`config.mk`:
```
export PLATFORM = sky130hd
export DESIGN_NAME = uart_tx_ctrl
export DESIGN_NICKNAME = d
export VERILOG_FILES = /design/src/rtl/uart_pkg.sv /design/src/rtl/parity_d.sv /design/src/rtl/uart_tx_ctrl.sv
export SDC_FILE = /design/constraint.sdc
export NUM_CORES = 1
export LEC_CHECK = 0
export CORE_MARGIN = 2
export CORE_UTILIZATION = 54
export DETAILED_ROUTE_END_ITERATION = 10
export GPL_TIMING_DRIVEN = 0
export PLACE_DENSITY = 0.8
export SYNTH_ARGS = -nofsm -noshare
export SYNTH_HDL_FRONTEND = slang
export SYNTH_SLANG_ARGS = --single-unit
```
`constraint.sdc`:
```
create_clock -name clk -period 2.01 [get_ports clk]
set_input_delay 0.5025 -clock clk [delete_from_list [all_inputs] [get_ports clk]]
set_output_delay 0.5025 -clock clk [all_outputs]
set_load 0.02 [all_outputs]
```
`src/rtl/uart_pkg.sv`:
```
// uart_pkg: shared UART transmit types, line levels and frame-length helper
package uart_pkg;
    typedef enum logic [2:0] {IDLE, START, DATA, PARITY, STOP} tx_state_t;
    localparam logic LINE_MARK  = 1'b1;
    localparam logic LINE_SPACE = 1'b0;
    function automatic int uart_frame_bits(input int data_bits, input int parity_en, input int stop_bits);
        return 1 + data_bits + parity_en + stop_bits;
    endfunction
endpackage

```
`src/rtl/parity_d.sv`:
```
// parity_d: combinational even/odd parity generator; outputs 0 when parity is disabled
module parity_d #(
    parameter int DATA_BITS   = 8,
    parameter int PARITY_EN   = 1,
    parameter int PARITY_TYPE = 0
) (
    input  logic [DATA_BITS-1:0] data,
    output logic                 parity
);
    assign parity = (PARITY_EN != 0) && ((^data) ^ (PARITY_TYPE != 0));
endmodule

```
`src/rtl/uart_tx_ctrl.sv`:
```
// uart_tx_ctrl: valid/ready UART transmitter framing start, LSB-first data, optional parity and stop bits
module uart_tx_ctrl
    import uart_pkg::*;
#(
    parameter int DATA_BITS    = 8,
    parameter int PARITY_EN    = 1,
    parameter int PARITY_TYPE  = 0,
    parameter int STOP_BITS    = 1,
    parameter int CLKS_PER_BIT = 16
) (
    input  logic                 clk,
    input  logic                 rst_n,
    input  logic [DATA_BITS-1:0] tx_data,
    input  logic                 tx_valid,
    output logic                 tx_ready,
    output logic                 tx_serial,
    output logic                 tx_busy,
    output logic                 tx_done
);
    localparam int CW = $clog2(CLKS_PER_BIT);
    localparam int BW = $clog2(DATA_BITS + 1);
    localparam logic [CW-1:0] BAUD_LAST = CW'(CLKS_PER_BIT - 1);
    localparam logic [BW-1:0] DATA_LAST = BW'(DATA_BITS - 1);
    localparam logic [BW-1:0] STOP_LAST = BW'(STOP_BITS - 1);

    if (DATA_BITS < 5 || DATA_BITS > 9) begin : g_bad_data_bits
        $error("uart_tx_ctrl: DATA_BITS must be 5..9");
    end
    if (PARITY_EN != 0 && PARITY_EN != 1) begin : g_bad_parity_en
        $error("uart_tx_ctrl: PARITY_EN must be 0 or 1");
    end
    if (PARITY_TYPE != 0 && PARITY_TYPE != 1) begin : g_bad_parity_type
        $error("uart_tx_ctrl: PARITY_TYPE must be 0 or 1");
    end
    if (STOP_BITS != 1 && STOP_BITS != 2) begin : g_bad_stop_bits
        $error("uart_tx_ctrl: STOP_BITS must be 1 or 2");
    end
    if (CLKS_PER_BIT < 2) begin : g_bad_clks_per_bit
        $error("uart_tx_ctrl: CLKS_PER_BIT must be >= 2");
    end

    tx_state_t            state, state_d;
    logic [CW-1:0]        baud, baud_d;
    logic [BW-1:0]        bit_cnt, bit_d;
    logic [DATA_BITS-1:0] shift, shift_d;
    logic                 par, par_d, par_gen, done_d, ser_d, bit_end;

    parity_d #(
        .DATA_BITS  (DATA_BITS),
        .PARITY_EN  (PARITY_EN),
        .PARITY_TYPE(PARITY_TYPE)
    ) u_parity (
        .data  (tx_data),
        .parity(par_gen)
    );

    assign bit_end  = baud == BAUD_LAST;
    assign tx_ready = state == IDLE;
    assign tx_busy  = state != IDLE;

    always_comb begin
        state_d = state;
        baud_d  = (state == IDLE || bit_end) ? '0 : baud + 1'b1;
        bit_d   = bit_cnt;
        shift_d = shift;
        par_d   = par;
        done_d  = 1'b0;
        case (state)
            IDLE: if (tx_valid) begin
                state_d = START;
                shift_d = tx_data;
                par_d   = par_gen;
                bit_d   = '0;
            end
            START: if (bit_end) state_d = DATA;
            DATA: if (bit_end) begin
                shift_d = shift >> 1;
                bit_d   = (bit_cnt == DATA_LAST) ? '0 : bit_cnt + 1'b1;
                if (bit_cnt == DATA_LAST) state_d = (PARITY_EN != 0) ? PARITY : STOP;
            end
            PARITY: if (bit_end) state_d = STOP;
            STOP: if (bit_end) begin
                bit_d = (bit_cnt == STOP_LAST) ? '0 : bit_cnt + 1'b1;
                if (bit_cnt == STOP_LAST) begin
                    state_d = IDLE;
                    done_d  = 1'b1;
                end
            end
            default: state_d = IDLE;
        endcase
        // Line level is computed for the upcoming cycle so tx_serial can be a plain flop
        ser_d = (state_d == START)  ? LINE_SPACE :
                (state_d == DATA)   ? shift_d[0] :
                (state_d == PARITY) ? par_d : LINE_MARK;
    end

    always_ff @(posedge clk or negedge rst_n) begin
        if (!rst_n) begin
            state     <= IDLE;
            baud      <= '0;
            bit_cnt   <= '0;
            shift     <= '0;
            par       <= 1'b0;
            tx_serial <= LINE_MARK;
            tx_done   <= 1'b0;
        end else begin
            state     <= state_d;
            baud      <= baud_d;
            bit_cnt   <= bit_d;
            shift     <= shift_d;
            par       <= par_d;
            tx_serial <= ser_d;
            tx_done   <= done_d;
        end
    end
endmodule
```
==> results of run 1 <==
[Yosys cell counts (2+ instances only)]
library cell	count
sky130_fd_sc_hd__dfrtp_1	21
sky130_fd_sc_hd__inv_1	12
sky130_fd_sc_hd__o21ai_0	12
sky130_fd_sc_hd__xnor2_1	9
sky130_fd_sc_hd__nor2_1	8
sky130_fd_sc_hd__a22oi_1	6
sky130_fd_sc_hd__nand2b_1	5
sky130_fd_sc_hd__nand3_1	5
sky130_fd_sc_hd__nand4_1	5
sky130_fd_sc_hd__a21oi_1	3
sky130_fd_sc_hd__buf_2	3
sky130_fd_sc_hd__ha_1	3
sky130_fd_sc_hd__mux2i_1	2
sky130_fd_sc_hd__nand2_1	2
sky130_fd_sc_hd__nor2b_1	2
sky130_fd_sc_hd__nor3b_1	2
sky130_fd_sc_hd__or3b_1	2
[timing repair]
item / CTS / global route
setup buffers: 1 / 3
gates resized for setup: 13 / 5
endpoints found under the setup margin: 2 / 1
pin swaps: 0 / 1
[where the power goes]
group | internal, mW | total [mW] | switching, mW
combinational | 0.0451 | 0.0801 | 0.0349
clock | 0.201 | 0.336 | 0.134
sequential | 0.453 | 0.459 | 0.00528
[cells by family after synthesis]
family / Yosys count / synth area share (%)
and+or+nand+nor: 43 / 21.7
AOI/OAI and AO/OA: 29 / 16.9
DFF: 22 / 43.9
buffers and inverters: 15 / 4.78
xor gates and xnor gates: 10 / 6.97
muxes: 3 / 2.79
adders and majority gates: 3 / 2.99
[registers in the layout (all words and copies together), names as in the netlist]
signal     flops
bit_cnt        4
tx_done        1
par            1
tx_serial      1
baud           4
shift          8
state          3
[path summary, 6_finish.rpt]
check                           depth (start not counted)  slack [ns]      from          to
worst max-delay path                                    4        0.05  state[1]    tx_ready
worst min-delay path                                    1        0.47   baud[0]     baud[0]
worst max register to register                          6        0.22  state[2]   tx_serial
worst min register to register                          1        0.47   baud[0]     baud[0]
max in group asynchronous                               1        0.70     rst_n    shift[1]
min in group asynchronous                               1        0.73     rst_n  bit_cnt[0]
[per-layer routing]
metal	GRT usage (%)	wire [um]
met5	0	0
met4	5.98	27
met1	24.8	1070
met2	36.5	1220
met3	3.71	74
[worst register-to-register path, cell delays in order, from the launching register on]
cell                       delay, ns
sky130_fd_sc_hd__dfrtp_1        0.44
sky130_fd_sc_hd__buf_6          0.14
sky130_fd_sc_hd__buf_4          0.15
sky130_fd_sc_hd__nand2b_1       0.18
sky130_fd_sc_hd__nor3_2         0.48
sky130_fd_sc_hd__o21ai_0        0.16
sky130_fd_sc_hd__mux2i_1        0.17
[final cells by class]
class	instances	area (um2)
inverters	12	45.0
clock inverters	1	30.0
repair buffers	18	166
fillers	171	681
plain buffers	3	30.0
clock buffers	3	22.5
well taps	28	35.0
multi-input cells	88	651
flip-flops and latches	22	552
[metrics by stage]
stage	setup TNS, ns	utilization [%]	instances	power (mW)	cell area (um2)
6_report	0	69.2	175	0.874	1530
5_1_grt	-0.0000909	69.2	175	0.914	1530
4_1_cts	0	67.8	172	0.879	1500
3_5_place_dp	-0.310	64.8	167	0.548	1430
3_3_place_gp	-0.277	64.8	167	0.546	1430
2_1_floorplan	0	-	125	0.507	1260
==> out/qor_table.md, run 1 <==
| Item | Value |
|---|---|
| Number of distinct library cells after synthesis | 40 |
| Inserted Clock Buffers | 3 |
| Maximum buffer depth of the clock tree | 2 |
| Share of layout cells above drive strength 1 | 16.3% |
| DRC violations left | 0 |
| Die Wd | 52.3 um |
| Time the final worst path needs with I/O delays and setup | 1.96 ns |
| CTS Root Cell | sky130_fd_sc_hd__clkbuf_4 |
| Kind of end point of the critical path | primary output |
| Headroom to the max-slew limit | 34.8% |
| Leakage power | 0.640 nW |
| Number of enable flip-flop cells after synthesis | 0 |
| CTS HTree Levels | 1 |
| Insertion delay of the later-clocked pin in the worst-skew pair | 0.30 ns |
| # port buffers | 14 |
| Worst-path fanout max | 10 |
| Area of the core | 2210 um2 |
| Synth-to-layout area growth | 21.8% |
| Post-route clock period utilization | 97.4% |
| Final-report max-slew violation count | 0 |
| Maximum number of pins on one net before global-route repair | 23 |
| TritonCTS clock tree | built |
| Number of antenna violations at the first check in global routing | 0 |
| Cell at the slowest stage of the critical path | sky130_fd_sc_hd__dfrtp_1 |
| Most instantiated flip-flop cell in the synthesis netlist | sky130_fd_sc_hd__dfrtp_1 |
| Number of global-route vias before repair | 983 |
| Worst Setup Path Type | flop to primary output |
| Cts hold-fix bufs | 0 |
| Share of synthesized registers carrying an async set or reset | 100% |
| Remaining Overflow, GRT | 0 |
| Critical path buffer and inverter count | 3 |
| Required arrival time at the worst endpoint | 1.51 ns |
| Cell accounting for the most synthesized area | sky130_fd_sc_hd__dfrtp_1 |
| Total global-route track usage | 20.3% |
| Timing-limited maximum frequency | 511 MHz |
| Number of setup violations in the final report | 0 |
| Die footprint | 2730 um2 |
| Worst setup margin | 0.0524 ns |
| YS warnings | 0 |
| Cell family with most CP delay | flip-flops |
| Final routed wirelength across all metal layers | 2.39 mm |
| Number of rows created at floorplan | 17 |
| Mean Syn Cell Area | 10.1 um2 |
| MaxCap Viol Count | 0 |
| Residual antenna-violating net count after detailed routing | 0 |
| Final antenna diode count | 0 |
| Mean number of vias per cell | 5.79 |
| Post-synthesis instance area | 1260 um2 |
| Worst slack on hold paths | 0.472 ns |
| Post-DP HPWL | 1.80 mm |
| Number of nets produced by synthesis | 139 |
| Clock-pin transition on the worst setup and hold timing paths | 0.13 ns |
| Synthesis-stage register bit count | 22 |
| Maximum vdd drop | 0.518 mV |
| Arr. time, crit path | 1.46 ns |
| Final Hold Vio Count | 0 |
| Highest-count cells in the layout ignoring fill and taps | sky130_fd_sc_hd__dfrtp_1, sky130_fd_sc_hd__o21ai_0, sky130_fd_sc_hd__clkdlybuf4s50_1 |
| Critical Path Max Stage Delay | 0.41 ns |
| 1st-pass router iterations | 4 |
| Areal power density over the cells | 571 nW/um2 |
| Critical Path, Cell by Cell | buf_4, or3_4, inv_2, buf_6 |
| Status | completed |
| Vias after detailed routing | 1013 |
| Post-synthesis sequential area ratio | 43.9% |
| Most common cell after layout, fill and taps aside | sky130_fd_sc_hd__dfrtp_1 |
| Starting Density | 56.8% |
| Top post-synthesis cells by area | sky130_fd_sc_hd__dfrtp_1, sky130_fd_sc_hd__xnor2_1, sky130_fd_sc_hd__o21ai_0 |
| Area fraction of the dominant cell type after synthesis | 41.8% |
| Wire length of the first global-routing pass | 4.16 mm |
| First DRT Iteration DRCs | 5 |
| Pre-CTS setup slack | -0.209 ns |
| Avg WL per Cell | 13.7 um |
| Number of placed I/O pins | 15 |
| Clock net sink count | 22 |
| Category of the worst setup path launch point | flop |
| Net count of the finished layout | 162 |
| Path category of the worst min-delay check | flop to flop |
| GP Congestion | 0.861 |
| Layout Skew | 0.00372 ns |
| Cells after synthesis | 125 |
| Height of the die | 52.3 um |
| Worst Tran Pin Value | 0.975 ns |
(Power assumes the default switching activity.)
==> inputs of run 2 (changes only) <==
--- a/config.mk
+++ b/config.mk
@@ -5,7 +5,6 @@
 export SDC_FILE = /design/constraint.sdc
 export NUM_CORES = 1
 export LEC_CHECK = 0
-export CORE_MARGIN = 2
 export CORE_UTILIZATION = 54
 export DETAILED_ROUTE_END_ITERATION = 10
 export GPL_TIMING_DRIVEN = 0
==> run 2 against run 1 <==
Die area down 7.5%; cell area down 0.24%; largest cell class unchanged; sequential cell count unchanged; power down 15%; highest routed layer unchanged; critical path type unchanged; non-clock buffer count up 3; routed wire length up 2.0%; combinational power about the same; worst setup slack worse by 0.0015 ns.
==> out/qor_table.md, run 2 (same netlist as run 1, synthesis figures left out) <==
| Item | Value | Change |
|---|---|---|
| Status | completed |  |
| Arr. time, crit path | 1.46 ns | about the same |
| RSZ-0062 raised after global routing | false |  |
| Maximum vdd drop | 0.482 mV | -6.9% |
| Die Wd | 50.3 um | -3.8% |
| Clock net sink count | 22 | unchanged |
| Height of the die | 50.3 um | -3.8% |
| Met3 track demand over resource | 3.64% | -0.078 points |
| Number of cells on the worst hold path | 1 | unchanged |
| Starting Density | 56.8% | unchanged |
| Share of layout cells above drive strength 1 | 17.3% | +1.0 points |
| Number of cell instances on the worst register-to-register path | 5 | -1 |
| Time the final worst path needs with I/O delays and setup | 1.96 ns | +0.00154 ns |
| Vias after detailed routing | 989 | -2.4% |
| Inserted Clock Buffers | 3 | unchanged |
| Insertion delay of the later-clocked pin in the worst-skew pair | 0.30 ns | about the same |
| TritonCTS clock tree | built |  |
| Final antenna diode count | 0 | unchanged |
| Synth-to-layout area growth | 21.5% |  |
| Most common cell after layout, fill and taps aside | sky130_fd_sc_hd__dfrtp_1 |  |
| Post-route clock period utilization | 97.5% | about the same |
| Timing-limited maximum frequency | 510 MHz | about the same |
| Category of the worst setup path launch point | flop |  |
| Number of global-route vias before repair | 971 | -1.2% |
| Wire length of the first global-routing pass | 4.10 mm | -1.5% |
| Layout fillers | 182 | +6.4% |
| Highest-count cells in the layout ignoring fill and taps | sky130_fd_sc_hd__dfrtp_1, sky130_fd_sc_hd__o21ai_0, sky130_fd_sc_hd__clkdlybuf4s50_1 |  |
| First DRT Iteration DRCs | 13 | +8 |
| Headroom to the max-slew limit | 35.2% | +0.39 points |
| Post-DP HPWL | 1.83 mm | +1.6% |
| Total global-route track usage | 21.3% | +1.0 points |
| DRC violations left | 0 | unchanged |
| Cts hold-fix bufs | 0 | unchanged |
| Die footprint | 2530 um2 | -7.5% |
| Cell area after layout | 1530 um2 | -0.24% |
| Final routed wirelength across all metal layers | 2.44 mm | +2.0% |
| Number of placed I/O pins | 15 | unchanged |
| GP Congestion | 0.808 | -6.2% |
| Met1 routing resource usage after global routing | 26.1% | +1.3 points |
| Maximum number of pins on one net before global-route repair | 23 | unchanged |
| MaxCap Viol Count | 0 | unchanged |
| Number of antenna violations at the first check in global routing | 0 | unchanged |
| Leakage power | 0.637 nW | -0.34% |
| Registers with the highest flip-flop counts | shift x8, baud x4, bit_cnt x4 |  |
| Register-to-register path setup slack | 0.30 ns | +0.08 ns |
| Clock-pin transition on the worst setup and hold timing paths | 0.12 ns | about the same |
| Maximum buffer depth of the clock tree | 2 | unchanged |
| Met2 capacity usage during global routing | 38.2% | +1.7 points |
| Avg WL per Cell | 13.7 um | +0.29% |
| CTS Root Cell | sky130_fd_sc_hd__clkbuf_4 |  |
| CTS HTree Levels | 1 | unchanged |
| Worst Tran Pin Value | 0.969 ns | -0.00586 ns |
| Launching point of the worst reg2reg path | baud[0] |  |
| Number of setup violations in the final report | 0 | unchanged |
| Most Crowded Layer GR | met2 |  |
| Worst-path fanout max | 9 | -1 |
| Required arrival time at the worst endpoint | 1.51 ns | about the same |
| Worst hold path endpoint | baud[0] |  |
| Residual antenna-violating net count after detailed routing | 0 | unchanged |
| Terminus of the critical flop-to-flop path | tx_serial |  |
| Worst Hold Launch | baud[0] |  |
| Areal power density over the cells | 488 nW/um2 | -15% |
| 1st-pass router iterations | 4 | unchanged |
| Area of the core | 2210 um2 | unchanged |
| # port buffers | 14 | unchanged |
| Number of rows created at floorplan | 17 | unchanged |
| Register containing the most flip-flops in the final layout | shift |  |
| Final-report max-slew violation count | 0 | unchanged |
| Final Hold Vio Count | 0 | unchanged |
| Remaining Overflow, GRT | 0 | unchanged |
| Path category of the worst min-delay check | flop to flop |  |
| Max reg flops | 8 | unchanged |
| Kind of end point of the critical path | primary output |  |
| Mean number of vias per cell | 5.56 | -4.0% |
| Layout Utilization | 69.1% | -0.17 points |
| Net count of the finished layout | 165 | +1.9% |
| Layout Skew | 0.00385 ns | +0.000126 ns |
| Worst Setup Path Type | flop to primary output |  |
| Placed instance area | 1430 um2 | unchanged |
## run 2: cell count changes in the layout (fill, tap and decap cells not counted)
cell and delta:
sky130_fd_sc_hd__buf_4 +3, sky130_fd_sc_hd__bufinv_16 -1, sky130_fd_sc_hd__clkbuf_1 +1
## run 2: worst max path at each step
stage                     startpoint        to  slack (ns)
after floorplan             state[1]  tx_ready        0.25
after global placement      state[1]  tx_ready       -0.21
after detailed placement    state[1]  tx_ready       -0.20
after CTS                   state[0]  tx_ready       0.004
after global routing        state[1]  tx_ready       0.003
final                       state[1]  tx_ready        0.05
## run 2: power by group
| part | internal [mW] | switching (mW) |
|---|---|---|
| sequential | 0.453 | 0.00505 |
| combinational | 0.0451 | 0.0351 |
| clock | 0.0774 | 0.129 |
| total | 0.576 | 0.169 |
## run 2: metal layers
| metal | vias to the layer above | wire length (um) | part of all wire, % |
|---|---|---|---|
| li1 | 496 | - | - |
| met1 | 478 | 1120 | 46 |
| met2 | 11 | 1250 | 51 |
| met3 | 4 | 44 | 1.8 |
| met4 | 0 | 22 | 0.90 |
| met5 | - | 0 | 0 |
## run 2: worst max-delay path: stages, from the launching register on
cell and delay [ns]:
sky130_fd_sc_hd__dfrtp_1 0.41, sky130_fd_sc_hd__buf_6 0.14, sky130_fd_sc_hd__or3_4 0.40, sky130_fd_sc_hd__inv_2 0.06
sky130_fd_sc_hd__buf_4 0.13
## run 2: per-stage QoR
step	power (mW)	setup slack [ns]	instances	hold slack, ns	TNS [ns]
floorplan	0.507	0.253	125	0.207	0
global placement	0.546	-0.209	167	0.442	-0.290
detailed placement	0.549	-0.205	167	0.454	-0.297
CTS	0.751	0.00443	172	0.470	0
global route	0.769	0.00312	178	0.523	0
finish	0.745	0.0509	178	0.469	0
## run 2: final cells by class
cell class | count | area [um2] | share of cell area, %
Tap cell | 28 | 35.0 | 2.29
Buffer | 3 | 33.8 | 2.21
Timing Repair Buffer | 21 | 185 | 12.1
Clock buffer | 4 | 26.3 | 1.72
Sequential cell | 22 | 552 | 36.1
Inverter | 12 | 45.0 | 2.95
Multi-Input combinational cell | 88 | 651 | 42.6
## run 2: what timing repair did
item	CTS	global route
buffers inserted	1	6
endpoints found under the hold margin	0	0
pin swaps	0	1
gates resized for setup	12	6
endpoints found under the setup margin	2	2
==> inputs of run 3 (changes only) <==
--- a/config.mk
+++ b/config.mk
@@ -5,10 +5,12 @@
 export SDC_FILE = /design/constraint.sdc
 export NUM_CORES = 1
 export LEC_CHECK = 0
-export CORE_UTILIZATION = 54
+export CELL_PAD_IN_SITES_DETAIL_PLACEMENT = 1
+export CELL_PAD_IN_SITES_GLOBAL_PLACEMENT = 1
+export CORE_UTILIZATION = 42
 export DETAILED_ROUTE_END_ITERATION = 10
 export GPL_TIMING_DRIVEN = 0
-export PLACE_DENSITY = 0.8
+export PLACE_DENSITY = 0.88
 export SYNTH_ARGS = -nofsm -noshare
 export SYNTH_HDL_FRONTEND = slang
 export SYNTH_SLANG_ARGS = --single-unit
==> run 3 against run 2 <==
Clock power grew 69%; power grew 19%; first-iteration DRC count grew 23%; utilization shrank 14 points; sequential cell count is the same; combinational power grew 2.7%; critical endpoint unchanged; via count grew 3.9%; highest routed layer unchanged; largest power group unchanged; maximum frequency grew 0.40%; non-clock buffer count shrank 1; cell count grew 1.1%; global-route usage shrank 0.23 points; worst setup slack gained 0.0077 ns.
==> out/qor_table.md, run 3 (same netlist as run 1, synthesis figures left out) <==
| Item | Value | Change |
|---|---|---|
| Status | completed |  |
| Number of rows created at floorplan | 19 | +2 |
| Met2 capacity usage during global routing | 35.4% | -2.8 points |
| MaxCap Viol Count | 0 | unchanged |
| Layout Skew | 0.00357 ns | -0.000278 ns |
| Die footprint | 3220 um2 | +27% |
| Most common cell after layout, fill and taps aside | sky130_fd_sc_hd__dfrtp_1 |  |
| Maximum number of pins on one net before global-route repair | 23 | unchanged |
| Net count of the finished layout | 164 | -0.61% |
| Final Hold Vio Count | 0 | unchanged |
| Timing-limited maximum frequency | 512 MHz | +0.40% |
| Kind of end point of the critical path | primary output |  |
| Inserted Clock Buffers | 3 | unchanged |
| Number of setup violations in the final report | 0 | unchanged |
| Mean number of vias per cell | 5.71 | +2.8% |
| Residual antenna-violating net count after detailed routing | 0 | unchanged |
| Total global-route track usage | 21.1% | -0.23 points |
| Final-report max-slew violation count | 0 | unchanged |
| Die Wd | 56.7 um | +13% |
| Worst Setup Path Type | flop to primary output |  |
| CTS HTree Levels | 1 | unchanged |
| GP Congestion | 0.795 | -1.6% |
| # port buffers | 14 | unchanged |
| Headroom to the max-slew limit | 34.5% | -0.66 points |
| Layout Utilization | 55.4% | -14 points |
| Synth-to-layout area growth | 23.6% |  |
| Final antenna diode count | 0 | unchanged |
| Worst Hold Launch | baud[0] |  |
| Final routed wirelength across all metal layers | 3.04 mm | +25% |
| Category of the worst setup path launch point | flop |  |
| Areal power density over the cells | 573 nW/um2 | +17% |
| Time the final worst path needs with I/O delays and setup | 1.95 ns | -0.00773 ns |
| Avg WL per Cell | 16.9 um | +23% |
| Insertion delay of the later-clocked pin in the worst-skew pair | 0.32 ns | +0.02 ns |
| Remaining Overflow, GRT | 0 | unchanged |
| Register containing the most flip-flops in the final layout | shift |  |
| Height of the die | 56.7 um | +13% |
| Number of placed I/O pins | 15 | unchanged |
| Number of antenna violations at the first check in global routing | 0 | unchanged |
| Launching point of the worst reg2reg path | baud[0] |  |
| Most Crowded Layer GR | met2 |  |
| Post-route clock period utilization | 97.1% | -0.38 points |
| DRC violations left | 0 | unchanged |
| Path category of the worst min-delay check | flop to flop |  |
| Placed instance area | 1440 um2 | +0.26% |
| Post-DP HPWL | 2.14 mm | +17% |
| Max reg flops | 8 | unchanged |
| TritonCTS clock tree | built |  |
| Cell area after layout | 1550 um2 | +1.7% |
| Clock-pin transition on the worst setup and hold timing paths | 0.13 ns | about the same |
| Worst setup path start | state[1] |  |
| Share of layout cells above drive strength 1 | 18.1% | +0.79 points |
| Leakage power | 0.648 nW | +1.6% |
| Highest-count cells in the layout ignoring fill and taps | sky130_fd_sc_hd__dfrtp_1, sky130_fd_sc_hd__o21ai_0, sky130_fd_sc_hd__clkdlybuf4s50_1 |  |
| Required arrival time at the worst endpoint | 1.51 ns | about the same |
| Number of global-route vias before repair | 1046 | +7.7% |
| Registers with the highest flip-flop counts | shift x8, baud x4, bit_cnt x4 |  |
| Vias after detailed routing | 1028 | +3.9% |
| Area of the core | 2810 um2 | +27% |
| First DRT Iteration DRCs | 16 | +3 |
| Worst-path fanout max | 5 | -4 |
| 1st-pass router iterations | 4 | unchanged |
| Maximum vdd drop | 0.423 mV | -12% |
| Arr. time, crit path | 1.45 ns | about the same |
| Worst Tran Pin Value | 0.979 ns | +0.00991 ns |
| CTS Root Cell | sky130_fd_sc_hd__clkbuf_4 |  |
| Starting Density | 44.8% | -12 points |
| Maximum buffer depth of the clock tree | 2 | unchanged |
| Wire length of the first global-routing pass | 5.10 mm | +24% |
| Met1 routing resource usage after global routing | 26.4% | +0.28 points |
| Met3 track demand over resource | 2.07% | -1.6 points |
| Clock net sink count | 22 | unchanged |
run 3: worst max-delay path: stages, from the launching register on:
cell and delay, ns:
sky130_fd_sc_hd__dfrtp_1 0.41, sky130_fd_sc_hd__buf_6 0.13, sky130_fd_sc_hd__or3_4 0.39, sky130_fd_sc_hd__inv_2 0.07, sky130_fd_sc_hd__buf_4 0.13
run 3: metrics by stage:
| step | TNS [ns] | hold slack [ns] | power (mW) | worst slack (ns) | instances |
|---|---|---|---|---|---|
| global route | -0.00165 | 0.510 | 0.919 | -0.00165 | 180 |
| global placement | -0.356 | 0.446 | 0.546 | -0.211 | 170 |
| CTS | 0 | 0.481 | 0.902 | 0.0178 | 176 |
| detailed placement | -1.22 | 0.466 | 0.551 | -0.235 | 170 |
| finish | 0 | 0.478 | 0.890 | 0.0586 | 180 |
| floorplan | 0 | 0.207 | 0.507 | 0.253 | 125 |
run 3: where the power goes:
part           total, mW  switching [mW]  internal [mW]
registers          0.459         0.00586          0.454
clock network      0.349           0.147          0.202
logic             0.0824          0.0372         0.0452
run 3: cell type report:
class	count	area (um2)
buffer	2	22.5
clock buffer	3	22.5
clock inverter	1	30.0
fill	328	1250
inverter	12	45.0
multi-input combinational	88	657
sequential	22	553
tap	31	38.8
timing repair buffer	21	185
run 3: what timing repair did:
item | CTS | global route
resized for setup | 15 | 2
hold buffers | 0 | 0
gates cloned | 0 | 0
endpoints found under the setup margin | 2 | 2
setup buffers | 3 | 4
run 3: worst paths after layout:
kind	cells after the start	slack, ns	to
max reg2reg	6	0.19	tx_serial
min reg2reg	1	0.48	baud[0]
max	4	0.06	tx_ready
min	1	0.48	baud[0]
min in group asynchronous	1	0.71	bit_cnt[1]
max in group asynchronous	1	0.65	state[0]
run 3: per-layer routing:
| layer | share of wire [%] | wire length [um] | vias up |
|---|---|---|---|
| met5 | 0 | 0 | - |
| met4 | 2.6 | 79 | 0 |
| met3 | 1.6 | 50 | 6 |
| met2 | 50 | 1520 | 15 |
| met1 | 46 | 1390 | 510 |
| li1 | - | - | 497 |
